--- src/rtl/imm_decode_pkg.sv ---
// Shared types and constants for the registered RV32I/RV64I immediate decode stage.
`default_nettype none

package imm_decode_pkg;

    typedef enum logic [2:0] {
        FMT_NONE = 3'd0,
        FMT_R    = 3'd1,
        FMT_I    = 3'd2,
        FMT_S    = 3'd3,
        FMT_B    = 3'd4,
        FMT_U    = 3'd5,
        FMT_J    = 3'd6
    } imm_fmt_e;

    localparam logic [6:0] OPC_LUI     = 7'b0110111;
    localparam logic [6:0] OPC_AUIPC   = 7'b0010111;
    localparam logic [6:0] OPC_JAL     = 7'b1101111;
    localparam logic [6:0] OPC_JALR    = 7'b1100111;
    localparam logic [6:0] OPC_BRANCH  = 7'b1100011;
    localparam logic [6:0] OPC_LOAD    = 7'b0000011;
    localparam logic [6:0] OPC_STORE   = 7'b0100011;
    localparam logic [6:0] OPC_OPIMM   = 7'b0010011;
    localparam logic [6:0] OPC_OP      = 7'b0110011;
    localparam logic [6:0] OPC_SYSTEM  = 7'b1110011;
    localparam logic [6:0] OPC_OPIMM32 = 7'b0011011;
    localparam logic [6:0] OPC_OP32    = 7'b0111011;

    // Struct fields are sized for the widest legal configuration; narrower
    // instances use only the low XLEN / TAG_W bits.
    localparam int IMM_MAX_W = 64;
    localparam int TAG_MAX_W = 64;

    typedef struct packed {
        logic [IMM_MAX_W-1:0] imm;
        imm_fmt_e             fmt;
        logic                 illegal;
        logic [TAG_MAX_W-1:0] tag;
    } imm_result_t;

endpackage

`default_nettype wire

--- src/rtl/imm_decode_stage_if.sv ---
// Valid/ready bus between fetch, the immediate decode stage and execute.
`default_nettype none

interface imm_decode_stage_if #(
    parameter int XLEN  = 32,
    parameter int TAG_W = 32
);
    import imm_decode_pkg::*;

    logic             in_valid;
    logic             in_ready;
    logic [31:0]      in_instr;
    logic [TAG_W-1:0] in_tag;
    logic             out_valid;
    logic             out_ready;
    logic [XLEN-1:0]  out_imm;
    imm_fmt_e         out_fmt;
    logic             out_illegal;
    logic [TAG_W-1:0] out_tag;

    // slave: the decode stage itself
    modport slave (
        input  in_valid, in_instr, in_tag, out_ready,
        output in_ready, out_valid, out_imm, out_fmt, out_illegal, out_tag
    );

    // master: the surrounding pipeline (fetch side drives, execute side consumes)
    modport master (
        output in_valid, in_instr, in_tag, out_ready,
        input  in_ready, out_valid, out_imm, out_fmt, out_illegal, out_tag
    );

endinterface

`default_nettype wire

--- src/rtl/imm_select.sv ---
// Combinational opcode decode and immediate extraction, sign-extended to XLEN.
`default_nettype none

module imm_select
    import imm_decode_pkg::*;
#(
    parameter int XLEN = 32
) (
    input  wire logic [31:0]     instr,
    output logic     [XLEN-1:0] imm,
    output imm_fmt_e            fmt,
    output logic                illegal
);

    localparam bit RV64 = (XLEN == 64);

    logic [31:0] imm32;

    always_comb begin
        fmt     = FMT_NONE;
        illegal = 1'b0;
        case (instr[6:0])
            OPC_LUI, OPC_AUIPC:                        fmt = FMT_U;
            OPC_JAL:                                   fmt = FMT_J;
            OPC_JALR, OPC_LOAD, OPC_OPIMM, OPC_SYSTEM: fmt = FMT_I;
            OPC_STORE:                                 fmt = FMT_S;
            OPC_BRANCH:                                fmt = FMT_B;
            OPC_OP:                                    fmt = FMT_R;
            // *-32 word ops only exist on RV64; on RV32 they are unknown opcodes
            OPC_OPIMM32: begin
                fmt     = RV64 ? FMT_I : FMT_NONE;
                illegal = !RV64;
            end
            OPC_OP32: begin
                fmt     = RV64 ? FMT_R : FMT_NONE;
                illegal = !RV64;
            end
            default:                                   illegal = 1'b1;
        endcase
    end

    always_comb begin
        imm32 = 32'd0;
        case (fmt)
            FMT_I:   imm32 = {{20{instr[31]}}, instr[31:20]};
            FMT_S:   imm32 = {{20{instr[31]}}, instr[31:25], instr[11:7]};
            FMT_B:   imm32 = {{19{instr[31]}}, instr[31], instr[7], instr[30:25], instr[11:8], 1'b0};
            FMT_U:   imm32 = {instr[31:12], 12'd0};
            FMT_J:   imm32 = {{11{instr[31]}}, instr[31], instr[19:12], instr[20], instr[30:21], 1'b0};
            default: imm32 = 32'd0;
        endcase
    end

    assign imm = XLEN'($signed(imm32));

endmodule

`default_nettype wire

--- src/rtl/imm_decode_stage.sv ---
// Registered immediate decode stage: decode on input, output register plus skid
// register so in_ready never depends combinationally on out_ready.
`default_nettype none

module imm_decode_stage
    import imm_decode_pkg::*;
#(
    parameter int XLEN  = 32,
    parameter int TAG_W = 32
) (
    input  wire logic         clk,
    input  wire logic         rst_n,
    input  wire logic         flush,
    imm_decode_stage_if.slave bus
);

    typedef enum logic [1:0] {
        S_EMPTY = 2'd0,
        S_ONE   = 2'd1,
        S_FULL  = 2'd2
    } state_e;

    state_e          state;
    imm_result_t     or_q;
    imm_result_t     sk_q;
    logic            in_ready_q;
    logic            out_valid_q;

    logic [XLEN-1:0] sel_imm;
    imm_fmt_e        sel_fmt;
    logic            sel_illegal;
    imm_result_t     dec;
    logic            take_in;
    logic            take_out;

    imm_select #(.XLEN(XLEN)) u_imm_select (
        .instr   (bus.in_instr),
        .imm     (sel_imm),
        .fmt     (sel_fmt),
        .illegal (sel_illegal)
    );

    always_comb begin
        dec                  = '0;
        dec.imm[XLEN-1:0]    = sel_imm;
        dec.fmt              = sel_fmt;
        dec.illegal          = sel_illegal;
        dec.tag[TAG_W-1:0]   = bus.in_tag;
    end

    assign take_in  = bus.in_valid & in_ready_q;
    assign take_out = out_valid_q & bus.out_ready;

    always_ff @(posedge clk or negedge rst_n) begin
        if (!rst_n) begin
            state       <= S_EMPTY;
            or_q        <= '0;
            sk_q        <= '0;
            in_ready_q  <= 1'b1;
            out_valid_q <= 1'b0;
        end else if (flush) begin
            state       <= S_EMPTY;
            in_ready_q  <= 1'b1;
            out_valid_q <= 1'b0;
        end else begin
            case (state)
                S_EMPTY: begin
                    if (take_in) begin
                        or_q        <= dec;
                        out_valid_q <= 1'b1;
                        state       <= S_ONE;
                    end
                end
                S_ONE: begin
                    if (take_in && !take_out) begin
                        sk_q       <= dec;
                        in_ready_q <= 1'b0;
                        state      <= S_FULL;
                    end else if (take_in && take_out) begin
                        or_q <= dec;
                    end else if (take_out) begin
                        out_valid_q <= 1'b0;
                        state       <= S_EMPTY;
                    end
                end
                S_FULL: begin
                    // in_ready is low here, so only the drain direction can fire
                    if (take_out) begin
                        or_q       <= sk_q;
                        in_ready_q <= 1'b1;
                        state      <= S_ONE;
                    end
                end
                default: begin
                    state       <= S_EMPTY;
                    in_ready_q  <= 1'b1;
                    out_valid_q <= 1'b0;
                end
            endcase
        end
    end

    assign bus.in_ready    = in_ready_q;
    assign bus.out_valid   = out_valid_q;
    assign bus.out_imm     = or_q.imm[XLEN-1:0];
    assign bus.out_fmt     = or_q.fmt;
    assign bus.out_illegal = or_q.illegal;
    assign bus.out_tag     = or_q.tag[TAG_W-1:0];

    // Upper struct bits beyond XLEN/TAG_W are constant zero and intentionally dropped.
    logic unused_hi;
    assign unused_hi = ^{or_q.imm, or_q.tag};

endmodule

`default_nettype wire

--- src/flat_wrapper.sv ---
// flat-port wrapper written by rule: the top's interface ports become plain ports
module imm_decode_stage_flat import imm_decode_pkg::*;
#(
    parameter int XLEN  = 32,
    parameter int TAG_W = 32
)
  (clk, rst_n, flush, bus_in_valid, bus_in_instr, bus_in_tag, bus_out_ready, bus_in_ready, bus_out_valid, bus_out_imm, bus_out_fmt, bus_out_illegal, bus_out_tag);
  imm_decode_stage_if #(.XLEN(XLEN), .TAG_W(TAG_W)) bus_i ();
  input  wire logic clk;
  input  wire logic rst_n;
  input  wire logic flush;
  input wire logic [$bits(bus_i.in_valid)-1:0] bus_in_valid;
  input wire logic [$bits(bus_i.in_instr)-1:0] bus_in_instr;
  input wire logic [$bits(bus_i.in_tag)-1:0] bus_in_tag;
  input wire logic [$bits(bus_i.out_ready)-1:0] bus_out_ready;
  output wire logic [$bits(bus_i.in_ready)-1:0] bus_in_ready;
  output wire logic [$bits(bus_i.out_valid)-1:0] bus_out_valid;
  output wire logic [$bits(bus_i.out_imm)-1:0] bus_out_imm;
  output wire logic [$bits(bus_i.out_fmt)-1:0] bus_out_fmt;
  output wire logic [$bits(bus_i.out_illegal)-1:0] bus_out_illegal;
  output wire logic [$bits(bus_i.out_tag)-1:0] bus_out_tag;
  assign bus_i.in_valid = bus_in_valid;
  assign bus_i.in_instr = bus_in_instr;
  assign bus_i.in_tag = bus_in_tag;
  assign bus_i.out_ready = bus_out_ready;
  assign bus_in_ready = bus_i.in_ready;
  assign bus_out_valid = bus_i.out_valid;
  assign bus_out_imm = bus_i.out_imm;
  assign bus_out_fmt = bus_i.out_fmt;
  assign bus_out_illegal = bus_i.out_illegal;
  assign bus_out_tag = bus_i.out_tag;
  imm_decode_stage #(.XLEN(XLEN), .TAG_W(TAG_W)) u_core (.clk(clk), .rst_n(rst_n), .flush(flush), .bus(bus_i));
endmodule
--- config.mk ---
export PLATFORM = sky130hd
export DESIGN_NAME = imm_decode_stage_flat
export DESIGN_NICKNAME = d
export VERILOG_FILES = /design/src/rtl/imm_decode_pkg.sv /design/src/rtl/imm_decode_stage_if.sv /design/src/rtl/imm_select.sv /design/src/rtl/imm_decode_stage.sv /design/src/flat_wrapper.sv
export SDC_FILE = /design/constraint.sdc
export NUM_CORES = 1
export LEC_CHECK = 0
export BUFFER_PORTS_ARGS = -buffer_cell sky130_fd_sc_hd__buf_4
export CORE_UTILIZATION = 49
export DETAILED_ROUTE_END_ITERATION = 16
export MAX_ROUTING_LAYER = met4
export PLACE_DENSITY = 0.76
export RECOVER_POWER = 50
export SLEW_MARGIN = 20
export SYNTH_ARGS = -nofsm -noshare
export SYNTH_HDL_FRONTEND = slang
export SYNTH_SLANG_ARGS = --single-unit
--- constraint.sdc ---
create_clock -name clk -period 1.9 [get_ports clk]
set_clock_uncertainty 0.15 [all_clocks]
set_input_delay 0.19 -clock clk [delete_from_list [all_inputs] [get_ports clk]]
set_output_delay 0.19 -clock clk [all_outputs]
set_load 0.1 [all_outputs]
==> results of run 1 <==
==> per-layer routing <==
metal  wire, um  part of all wire  vias to the layer above
met3       1584             0.072                       91
li1           -                 -                     2928
met4       1026             0.047                        0
met2      11000              0.50                      367
met1       8401              0.38                     3220
met5          0                 0                        -
==> kinds of logic after synthesis <==
family                 after synthesis  share of synthesized area
AND/OR/NAND/NOR                    345                     0.2297
multiplexers                         1                   0.001574
AO/OA/AOI/OAI                      177                     0.1762
buffers and inverters               57                    0.04150
flip-flops                         140                     0.5509
==> report_power, final <==
| part | switching (mW) | total (mW) | internal, mW |
|---|---|---|---|
| registers | 0.643 | 4.55 | 3.91 |
| clock network | 1.26 | 3.19 | 1.93 |
| logic | 5.39 | 7.25 | 1.86 |
| total | 7.29 | 15.0 | 7.70 |
==> critical path: cells and delay by family (launching register included) <==
kind | cells | cell delay, ns
DFF | 1 | 0.61
and+or+nand+nor | 5 | 0.97
buffers and inverters | 1 | 0.20
==> layout make-up <==
class / count / area, um^2 / area share
Inverter: 1 / 3.754 / 0.0003765
Multi-Input combinational cell: 523 / 3148 / 0.3158
Clock inverter: 6 / 60.06 / 0.006024
Timing Repair Buffer: 263 / 2534 / 0.2541
Sequential cell: 140 / 3510 / 0.3520
Tap cell: 172 / 215.2 / 0.02159
Clock buffer: 26 / 499.2 / 0.05008
==> final timing paths <==
| kind | start | endpoint |
|---|---|---|
| setup / recovery | u_core.bus.in_ready | u_core.sk_q[12] |
| hold / removal | bus_in_instr[7] | u_core.sk_q[68] |
| setup reg to reg | u_core.bus.in_ready | u_core.sk_q[12] |
| hold reg to reg | u_core.sk_q[7] | u_core.sk_q[7] |
| max in group asynchronous | rst_n | u_core.bus.out_imm[17] |
| min in group asynchronous | rst_n | u_core.sk_q[8] |
==> state kept, by name, indices dropped and copies added, names as in the netlist <==
register                cells
u_core.bus.in_ready         1
u_core.bus.out_fmt          3
u_core.bus.out_illegal      1
u_core.bus.out_imm         32
u_core.bus.out_tag         32
u_core.bus.out_valid        1
u_core.sk_q                68
u_core.state                2
==> synthesized netlist by cell type (6+ instances only) <==
cell / n
a31oi_1: 36
clkbuf_1: 28
and3_1: 13
a22o_1: 6
o211ai_1: 19
nand3_1: 21
o22ai_1: 9
nand2_1: 224
a32oi_1: 6
a21oi_1: 34
buf_2: 22
o21ai_0: 31
nor2_1: 58
o21ai_1: 17
dfrtp_1: 139
==> through the flow <==
| stage | power [mW] | std cells |
|---|---|---|
| floorplan | 9.258 | 720 |
| global placement | 10.73 | 1016 |
| detailed placement | 10.85 | 1016 |
| CTS | 14.33 | 1119 |
| global route | 15.51 | 1131 |
| finish | 14.99 | 1131 |
==> timing repair <==
action                     in CTS  in global routing
cloned                          4                  9
buffers inserted                9                  5
hold endpoints to repair      248                  2
hold buffers                   58                  2
setup endpoints to repair     135                137
pin swaps                       8                 51
gates resized for setup        34                164
==> results.cfg, run 1 <==
[sta]
fin_ws_ns = -0.1492
fin_crit_sh = 1.079
min_period_ns = 2.049
rsz0062_at_grt = yes
max_freq_mhz = 488.0
worst_pin_slew_ns = 0.9858
slew-limit-headroom = 0.3428
fin_hold_ws_ns = 0.01489
setup-tns-final_ns = -5.343
drv_slew = 0
setup_viol = 103
finalHoldViolations = 0

[logic_synthesis]
ys_top_cells_by_area = dfrtp_1, nand2_1, a31oi_1
synth_area_um2 = 6361
yosys_warnings = 0
ys.flop_type = dfrtp_1
synth_cell_types = 50
synth_cells = 720
seq_area_frac_synth = 0.5509
synth_fp_nets = 789
ys_seq_elements = 140
async_flop_share = 1.000
syn_area_per_cell_um2 = 8.835
synth_edf_count = 0
synth_top_area_cell = dfrtp_1
synth_top_area_frac = 0.5468

[setup_path]
reg2reg_depth = 6
end_kind = flop
path_max_fanout = 23
arrival_ns = 2.21
r2r_slack_ns = -0.15
start_kind = flop
crit_path_frequent_cell = nand2_2
cp_data_required_time_ns = 2.06
cpPeakStageDelay_ns = 0.61
slowest_stage = dfstp_4
critical_path_class = reg2reg
path_cells = and3b_2 > nand2_2 > or3_4 > buf_8 > nand2_1 > nand2_2

[place]
place_ws_ns = -0.1780
dp_hpwl_um = 11310
port_buffers = 138
place.gp.congestion = 0.8735
place_area_um2 = 7809

[detailed_routing]
drt_first_pass_iters = 7
antenna_left = 0
wl_per_cell_um = 19.46
vias = 6606
totalWireLength_um = 22010
viasPerCell = 5.841
drc = 0
drtIter0Drc = 685

[finish]
syn_to_final_growth_pct = 56.73
fill_cells = 748
final_area_um2 = 9970
utilization = 0.7900
finalNetCount = 1015
final_common_cell = buf_4
layout_common_cells = buf_4, nand2_1, dfrtp_1, dlygate4sd3_1
antennaDiodeCount = 0
drive_above_1_share = 0.3702

[cts]
clk_pin_slew_ns = 0.06
cts-htree-levels = 4
cts_buffer_depth = 2
clock_sinks = 140
cts_tree = done
cts_buffers = 17
cts_root_buf = clkbuf_16
insertion_delay_ns = 0.43

[job]
cap_viol_max_count = 0

[run_status]
outcome = complete, but fails checks
violations = negative setup slack

[worst_hold_path]
hold_path_depth = 3
hold_path.class = in2reg

[grt]
grt-ovfl-total = 0
gr-usage-met3 = 0.06276
grt_pass1_wl_um = 30040
grt_pass1_vias = 6139
top_usage_layer = met2
grt_max_degree = 53
gr-usage-met1 = 0.3718
grtUsageTotal = 0.3050
antenna_found_initial = 0
use_met2 = 0.4817

[floorplanning]
dieWidth_um = 115.9
die-area_um2 = 13440
start_util = 0.5041
die_y_um = 115.9
io_pins = 139
core-area_um2 = 12620
rows = 41

[pwr]
p_per_area_nw_per_um2 = 1503
p_leak_nw = 4.639
vdd_drop_max_v = 0.0008828
(Power assumes the default switching activity.)
==> inputs of run 2 (changes only) <==
- ABC_AREA: default -> 1
- CORE_UTILIZATION: 49 -> 50
==> run 2 against run 1 <==
Utilization down 11 points; largest power group unchanged; clock-buffer cell count decreased by 5; critical path type is now in2reg; largest cell class unchanged; synthesized cell count increased by 37%; register-to-register slack improved by 0.24 ns; die area up 10%; clock power is 3% higher; sequential power grew 6.6%; the run now ends clean; routed wire length shrank 7.7%; flip-flop and latch count is the same; first-iteration DRC count shrank 15%; sequential share of layout area grew 1.8 points.
==> results.cfg, run 2 <==
[detailed_routing]
antenna_left = 0
met1_length_um = 8480
dr.max_layer_used = met4
viasPerCell = 5.296
vias = 7113
wl_met2_um = 9827
wl_per_cell_um = 15.12
totalWireLength_um = 20310
drt_first_pass_iters = 5
drc = 0
drtIter0Drc = 585
wl_met3_um = 1243

[cts]
cts_tree = done
clock_sinks = 140
cts_buffers = 17
clk_pin_slew_ns = 0.06
cts-htree-levels = 4
cts_root_buf = clkbuf_16
insertion_delay_ns = 0.42
cts_buffer_depth = 2

[finish]
syn_to_final_growth_pct = 32.15
layout_common_cells = nand2_1, dfrtp_1, nor2_1, buf_4, nand3_1
finalNetCount = 1220
antennaDiodeCount = 0
final_area_um2 = 9474
final_common_cell = nand2_1
largest_register_ffs = 68
fill_cells = 1126
drive_above_1_share = 0.1909
top_register = u_core.sk_q

[logic_synthesis]
yosys_warnings = 0
seq_area_frac_synth = 0.4888
synth_area_um2 = 7169
synth_top_area_cell = dfrtp_1
synth_cells = 983
synth_top_area_frac = 0.4852
synth.most_common_cell = nand2_1
syn_area_per_cell_um2 = 7.293
synth_fp_nets = 1052
ys.flop_type = dfrtp_1
ys_top_cells_by_area = dfrtp_1, nand2_1, nor2_1
synth_cell_types = 22
async_flop_share = 1.000
ys_seq_elements = 140
synth_common_cells = nand2_1, dfrtp_1, nor2_1, nand3_1, inv_1
synth_edf_count = 0

[place]
dp_hpwl_um = 11680
port_buffers = 138
place.gp.congestion = 0.8615
place_area_um2 = 8411

[pwr]
total_power_mw = 15.80
vdd_drop_max_v = 0.0009713
p_leak_nw = 5.362
p_per_area_nw_per_um2 = 1668

[sta]
min_period_ns = 1.834
max_freq_mhz = 545.3
finalHoldViolations = 0
setup-tns-final_ns = 0
worst_pin_slew_ns = 1.195
rsz0062_at_grt = yes
setup_viol = 0
fin_crit_sh = 0.9653
drv_slew = 0
slew-limit-headroom = 0.2032

[grt]
grtUsageTotal = 0.2890
grt-ovfl-total = 0
grt_pass1_wl_um = 32150
grt_pass1_vias = 6724
antenna_found_initial = 0
grt_max_degree = 75

[setup_path]
start_kind = input pin
critical_path_class = in2reg
reg2reg_from = u_core.bus.in_ready
r2r_slack_ns = 0.09
crit_start = flush
reg2reg_depth = 7
cp_data_required_time_ns = 2.05
r2r-end = u_core.bus.out_imm[7]
end_kind = flop
path_max_fanout = 45
arrival_ns = 1.98
cp-endpoint = u_core.sk_q[21]

[job]
cap_viol_max_count = 0

[worst_hold_path]
hold_path.class = in2reg

[floorplanning]
die-area_um2 = 14820
start_util = 0.5145
io_pins = 139
die_y_um = 121.7
dieWidth_um = 121.7
core-area_um2 = 13930
rows = 43

[run_status]
outcome = finished, final reports clean
run 2: cell count changes after synthesis, sizes merged, moves of 8 or more:
cell and delta:
inv +56, buf +18, o22ai -9, a31oi -34, nand3 +74, o211ai -19
o21ai -8, and3 -13, nor2 +87, nand2 +153, o31ai +31, clkbuf -11
run 2: timing repair:
action / in CTS / in global routing
gates cloned: 0 / 2
endpoints found under the setup margin: 20 / 116
resized for setup: 1 / 8
pin swaps: 0 / 1
buffers inserted: 0 / 1
hold buffers: 47 / 0
endpoints found under the hold margin: 223 / 0
run 2: cell type report:
class	count	area (um^2)	area share
Timing Repair Buffer	212	1813	0.1914
Tap cell	180	225.2	0.02377
Multi-Input combinational cell	723	3129	0.3303
Inverter	57	219.0	0.02311
Sequential cell	140	3510	0.3704
Clock inverter	10	117.6	0.01241
Clock buffer	21	460.4	0.04860
run 2: report_power, final:
part | total (mW) | switching, mW | internal (mW)
registers | 4.85 | 0.671 | 4.18
logic | 7.67 | 6.09 | 1.58
clock network | 3.28 | 1.28 | 1.99
run 2: per-stage QoR:
stage	std cells	setup slack [ns]	hold slack [ns]	utilization
final	1343	0.06599	0.02575	0.6799
after global routing	1343	-0.02305	0.04929	0.6799
after CTS	1340	0.006362	0.01098	0.6790
after detailed placement	1262	-0.04809	0.0009351	0.6036
after global placement	1262	0.005874	0.002496	0.6036
after floorplan	983	-0.003391	-0.2556	-
run 2: cell families after synthesis:
kind of cell / count (synthesis) / share of synthesized area
DFF: 140 / 0.4888
AOI/OAI and AO/OA: 106 / 0.08604
and+or+nand+nor: 617 / 0.3462
buffers and inverters: 120 / 0.07888
run 2: critical path, cell delays in order:
cell,delay (ns)
dlygate4sd3_1,0.54
buf_4,0.14
inv_1,0.10
nand2_1,0.12
nor2_1,0.18
inv_2,0.09
nor2_4,0.13
buf_12,0.15
inv_6,0.13
nand2_1,0.13
nand2_1,0.08
run 2: routing by layer:
layer,GRT usage,vias up
met3,0.05243,61
met5,-,-
met4,0.1520,0
li1,-,3439
met2,0.4484,286
met1,0.3603,3327
run 2: worst min-delay path by stage:
stage                      from               endpoint  slack [ns]  depth (start not counted)
2_1_floorplan             rst_n  u_core.bus.out_fmt[0]       -0.26                          0
4_1_cts        bus_in_instr[27]  u_core.bus.out_imm[7]        0.01                          5
3_5_place_dp              rst_n  u_core.bus.out_imm[3]      0.0009                          1
3_3_place_gp              rst_n  u_core.bus.out_imm[3]       0.002                          1
5_1_grt        bus_in_instr[27]  u_core.bus.out_imm[7]        0.05                          5
6_report       bus_in_instr[27]  u_core.bus.out_imm[7]        0.03                          5
